**src/rtl/alu_top.sv**
```systemverilog
// alu_top: registered two-operand ALU with ADD, SUB, AND and OR.
// All outputs are registered, so a result appears one cycle after its
// operands are sampled. A new operation can be issued every cycle.
// Optional feature macro: ALU_ERR_FLAG_EN. When it is defined, `error`
// flags an ADD/SUB carry/borrow or signed overflow. When it is not
// defined, `error` is tied to 0 and no error register is built.
module alu_top #(
  parameter int WIDTH = 2
) (
  input  logic             clk,
  input  logic             rst_n,
  input  logic [WIDTH-1:0] a,
  input  logic [WIDTH-1:0] b,
  input  logic [1:0]       sel,
  output logic [WIDTH-1:0] out,
  output logic             zero,
  output logic             carry,
  output logic             overflow,
  output logic             error
);

  typedef enum logic [1:0] {
    OP_ADD = 2'b00,
    OP_SUB = 2'b01,
    OP_AND = 2'b10,
    OP_OR  = 2'b11
  } op_e;

  localparam int MSB = WIDTH - 1;

  op_e              op;
  logic [WIDTH:0]   sum_add;
  logic [WIDTH:0]   sum_sub;
  logic [WIDTH-1:0] out_d, out_q;
  logic             zero_d, zero_q;
  logic             carry_d, carry_q;
  logic             overflow_d, overflow_q;

  assign op = op_e'(sel);

  // Next result and flags for the operation currently on the inputs.
  always_comb begin
    // NOTE: every signal gets a default first, so no path can leave it unassigned and infer a latch.
    out_d      = '0;
    carry_d    = 1'b0;
    overflow_d = 1'b0;
    sum_add    = {1'b0, a} + {1'b0, b};
    // The subtract is done as a + ~b + 1. Its carry-out is the inverse of the borrow.
    sum_sub    = {1'b0, a} + {1'b0, ~b} + {{WIDTH{1'b0}}, 1'b1};
    unique case (op)
      OP_ADD: begin
        out_d      = sum_add[WIDTH-1:0];
        carry_d    = sum_add[WIDTH];
        overflow_d = (a[MSB] == b[MSB]) && (sum_add[MSB] != a[MSB]);
      end
      OP_SUB: begin
        out_d      = sum_sub[WIDTH-1:0];
        carry_d    = ~sum_sub[WIDTH];
        overflow_d = (a[MSB] != b[MSB]) && (sum_sub[MSB] != a[MSB]);
      end
      OP_AND: out_d = a & b;
      OP_OR:  out_d = a | b;
      default: out_d = '0;
    endcase
    zero_d = (out_d == '0);
  end

  // Output registers, cleared asynchronously while rst_n is low.
  always_ff @(posedge clk or negedge rst_n) begin
    if (!rst_n) begin
      out_q      <= '0;
      zero_q     <= 1'b0;
      carry_q    <= 1'b0;
      overflow_q <= 1'b0;
    end else begin
      // NOTE: state registers use non-blocking assignments, so every flop samples its pre-edge value.
      out_q      <= out_d;
      zero_q     <= zero_d;
      carry_q    <= carry_d;
      overflow_q <= overflow_d;
    end
  end

`ifdef ALU_ERR_FLAG_EN
  logic error_d, error_q;

  // Arithmetic exception: carry/borrow or signed overflow on ADD and SUB only.
  always_comb begin
    error_d = 1'b0;
    if (op == OP_ADD || op == OP_SUB) error_d = carry_d | overflow_d;
  end

  // Error register, kept in step with the other outputs.
  always_ff @(posedge clk or negedge rst_n) begin
    if (!rst_n) error_q <= 1'b0;
    else        error_q <= error_d;
  end

  assign error = error_q;
`else
  assign error = 1'b0;
`endif

  assign out      = out_q;
  assign zero     = zero_q;
  assign carry    = carry_q;
  assign overflow = overflow_q;

endmodule

```
**config.mk**
```make
export PLATFORM = sky130hd
export DESIGN_NAME = alu_top
export DESIGN_NICKNAME = d
export VERILOG_FILES = /design/src/rtl/alu_top.sv
export SDC_FILE = /design/constraint.sdc
export NUM_CORES = 1
export LEC_CHECK = 0
export BUFFER_PORTS_ARGS = -buffer_cell sky130_fd_sc_hd__buf_2
export CORE_AREA = 5 5 42 44
export DETAILED_ROUTE_END_ITERATION = 10
export DIE_AREA = 0 0 47 49
export GPL_ROUTABILITY_DRIVEN = 0
export PLACE_DENSITY = 0.52
export SLEW_MARGIN = 5
export SYNTH_ARGS = -nofsm -noshare
export SYNTH_HDL_FRONTEND = slang
export SYNTH_SLANG_ARGS = --single-unit
export TNS_END_PERCENT = 50
```
**constraint.sdc**
```tcl
create_clock -name clk -period 0.8 [get_ports clk]
set_input_delay 0.12 -clock clk [delete_from_list [all_inputs] [get_ports clk]]
set_output_delay 0.12 -clock clk [all_outputs]
set_load 0.01 [all_outputs]
```
* Yosys cells after proc, flatten, opt, wreduce, memory -nomap -nowiden
Index checks and enable logic that the tools add are counted.
** Storage, ports and cells
- Output and inout bits :: 6
- Register bits :: 5
** Operators by class
- Add/subtract/negate cells :: 3
- Equal/unequal tests :: 7
- Bitwise gates (word level) :: 4
- Multiplexer cells :: 3
- Reductions and logical operators :: 4
** Operators by type and width (number)
- 2-bit one-hot mux with 4 select lines :: 1
- 2-bit by 2-bit adder with 3-bit output :: 2
- 2-bit == test (second input constant) :: 2
- 2-bit zero test :: 2
- 1-bit one-hot mux with 2 select lines :: 2
- 3-bit by 1-bit adder with 3-bit output (second input constant) :: 1
- 1-bit != test :: 3
- 2-bit AND :: 1
- 2-bit by 1-bit == test with 1-bit output (second input constant) :: 1
- 1-bit logical AND :: 2
- 2-bit inverter :: 1
- 2-bit OR :: 1
- 1-bit == test :: 1
- 1-bit inverter :: 1

* Longest topological paths before layout
- Depth in word-level cells :: 6
- Mapped depth :: 6

* Worst setup path before layout
Ideal clock, no wire load.
- Path type :: input to register
- Start point :: in a[0]
- End point :: reg zero_q (netlist: zero)
- Arrival time :: 1.379 ns
- Path buffers :: 0
- Cell stages on the path :: 6
- Data required time :: 0.728 ns
- Setup time :: 0.072 ns
- Path slack :: -0.651 ns
- Cell sequence :: inv_1 -> ha_1 -> inv_1 -> fa_1 -> mux4_2 -> nor2_1
** On the way
- Cells in the longest elaborated chain, start to end :: 4
- Elaborated cells between the ends (all ways) :: 7
- Those cells by class :: add/sub: 3; mux: 1; bitwise: 2; reduce/logical: 1
** Ends and longest elaborated chain
- from (decl) :: RTL line 12 : input logic [WIDTH-1:0] a,
- 2-bit by 2-bit adder with 3-bit output :: RTL line 49 : sum_sub = {1'b0, a} + {1'b0, ~b} + {{WIDTH{1'b0}}, 1'b1};
- 3-bit by 1-bit adder with 3-bit output :: RTL line 49
- 2-bit one-hot mux with 4 select lines (*) :: RTL line 50 : unique case (op)
- net out_d[1] :: RTL line 34 : logic [WIDTH-1:0] out_d, out_q;
- 2-bit zero test (*) :: RTL line 65 : zero_d = (out_d == '0);
- net zero_d :: RTL line 35 : logic zero_d, zero_q;
- to (signal assigned) :: RTL line 78 : zero_q <= zero_d;
- to (decl) :: RTL line 35
Mark *: on every way through the listed nets, which the timed path passes. The rest lies on a longest branch.

* Worst setup path after layout
Same ends and word-level chain as after synthesis.

==> summary.txt <==
Outcome
  • Status: finished with violations
  • Violated checks: setup timing

Drt
  • Drt first pass iters: 2
  • Avg WL per Cell: around 10 um
  • Via count: 330
  • Final ANT Viol Nets: 0
  • Post-Route WL: just under 800 um
  • Drt drc: 0
  • Via density: approximately 4.3
  • Initial DRC Count: 1

STA
  • Tmin final: about 1.3 ns
  • Fin worst setup slack: -0.513 ns
  • RSZ-0062 raised after global routing: true
  • Fin. Hold Viols: 0
  • Min Hold Slack: approximately 0.20 ns
  • Setup TNS: -1.82 ns
  • Peak Freq: roughly 0.76 GHz
  • Max Slew Vio Count: 0
  • Crit share post-route: 1.64
  • Setup-failing EPs final: 10

Hold path
  • Beginning of the worst hold path: sel[1]
  • Worst hold stages: 3
  • WHS Endpoint: overflow$_DFF_PN0_
  • Worst Hold Class: input port to register

Critical path
  • Slowest stage cell, crit path: fa_1
  • Critical Path End Type: register
  • Worst path bufs/invs: 3
  • Largest stage delay on the critical path: approximately 0.49 ns
  • Req. time, crit path: 0.97 ns
  • Critical Path AT: 1.48 ns
  • Crit path cell chain: buf_8 > ha_4 > inv_2 > fa_1 > inv_1 > mux4_2 > nor2_1
  • CP delay by family, top: adder cells
  • Startpoint types: input port
  • Worst Path Max Fanout: 2
  • Crit path kind: input port to register

Yosys
  • Mapped Cells: 36
  • Syn Area/Cell: 10.5 um2
  • Synth top cells by count: inv_1 (7), dfrtp_1 (5), ha_1 (5)
  • EDFF count, synth: 0
  • Top-count cell post-synth: inv_1
  • Net count after synthesis: 51
  • Yosys reg bits: 5
  • Synth top area cells: dfrtp_1 (33%), ha_1 (17%), fa_1 (11%)
  • Ys flop type: dfrtp_1
  • Post-synthesis async set-or-reset flop share: 1.00
  • Leading area contributor after synthesis: dfrtp_1
  • Synth Warn #: 0
  • Mapped Area: 377 um2
  • Seq/Total Area, Yosys: 0.332
  • Share of the synthesized area in the top cell type: 0.332
  • Count of cell types in the netlist: 20

GRT
  • Vias in the first global route: ~330
  • Largest net degree at the start of global routing: 7
  • Initial antenna violation count: 0
  • First-pass GRT wire length: ~1200 um
  • Overflow after GRT: 0
  • Tot GR Track Use: 0.0715

Final layout
  • Ant diodes: 0
  • Util after Layout: 0.450
  • Final std cells w/o fill: 77
  • Area grow syn2layout: 67.4%
  • Share of cells above drive strength 1: 0.607
  • Net count reported at finish: 77

Clocking
  • Clock slew at reported path FFs: 0.04 ns
  • Num Clock Sinks: 5
  • CTS tree: built
  • H-tree depth: 1
  • Clock root buffer: clkbuf_4
  • Longest Clk Path Bufs: 2
  • Total CTS buffers: 3

Placement
  • Number of placed instances, taps included: 70
  • Dpl hpwl: ~660 um
  • IO buf count: 12

Die
  • Core Area: 0.00140 mm2
  • Number of I/O pins: 14
  • Die height: between 40 and 50 um
  • Rows: 14
  • Die width: between 40 and 50 um
  • Die ar.: 0.00230 mm2
  • Starting Density: 0.269

Pwr
  • Max VDD drop: ~0.37 mV
  • Power density cells: around 1300 mW/mm2
  • LEAKAGE: about 0.0003 uW

Run
  • Max-cap violations: 0
==> cell families after synthesis <==
| group | after synthesis | synth area share |
|---|---|---|
| simple gates | 8 | 0.130 |
| other cells | 1 | 0.00996 |
| fa+ha+maj | 7 | 0.272 |
| compound gates | 4 | 0.0831 |
| mux | 1 | 0.0598 |
| flops | 5 | 0.332 |
| buf+inv | 10 | 0.113 |
==> layer usage <==
metal	GRT usage	routed length, um	share of wire	vias up
li1	-	-	-	168
met5	0	0	0	-
met3	0.0148	68	0.088	0
met2	0.124	458	0.59	9
met1	0.0670	243	0.32	153
met4	0.0553	0	0	0
==> through the flow <==
stage	total power [uW]	area (um2)	worst slack (ns)
floorplan	418	402	-0.642
finish	851	631	-0.513
CTS	848	606	-0.512
global placement	528	529	-0.820
global route	917	631	-0.554
detailed placement	532	529	-0.839
==> cell usage in the layout, fill, tap and decap left out <==
master and n:
fa_2 1, a31o_1 1, conb_1 1, mux4_2 1, ha_1 2, clkbuf_4 3, or4_1 1, inv_1 3
clkbuf_1 1, or2_1 1, dlygate4sd3_1 1, inv_2 4, nor2_1 1, a211oi_2 1, nand2_1 1, nor2b_4 1
dfrtp_1 5, a31oi_1 1, nor2b_1 1, a41oi_1 1, buf_2 10, buf_8 2, buf_4 10, nor4_1 1
nand4b_1 1, ha_4 3, fa_1 1, inv_4 1
==> area by class of cell <==
| type | count | area [um2] |
|---|---|---|
| fillers | 146 | 771 |
| multi-input cells | 21 | 262 |
| repair buffers | 23 | 165 |
| flip-flops and latches | 5 | 125 |
| inverters | 8 | 32.5 |
| clock buffers | 4 | 26.3 |
| well taps | 16 | 20.0 |
==> flip-flops by register name, indices dropped and copies added, names as in the netlist <==
signal and cells:
carry 1, zero 1, out 2, overflow 1
==> tightest hold or removal path, cell delays in order <==
cell and delay [ns]:
buf_2 0.10, buf_4 0.13, a31oi_1 0.04
==> report_power, final <==
part           leakage [uW]  internal (uW)  switching, uW  total (uW)
Sequential        0.0000628            282           5.30         287
Combinational      0.000227            156            128         283
Clock             0.0000150            188           92.5         280
==> how the worst max path moves through the flow <==
stage,slack (ns),cells past startpoint,to,startpoint
floorplan,-0.64,6,zero$_DFF_PN0_,a[0]
global placement,-0.82,7,zero$_DFF_PN0_,a[0]
detailed placement,-0.84,7,zero$_DFF_PN0_,a[0]
CTS,-0.51,7,zero$_DFF_PN0_,a[0]
global route,-0.55,7,zero$_DFF_PN0_,a[0]
finish,-0.51,7,zero$_DFF_PN0_,a[0]
==> repair_timing <==
item	CTS	global route
setup buffers	1	2
endpoints found under the setup margin	10	10
hold buffers	1	0
resized for setup	9	4
endpoints found under the hold margin	5	0
pin swaps	4	2
(Power assumes the default switching activity.)
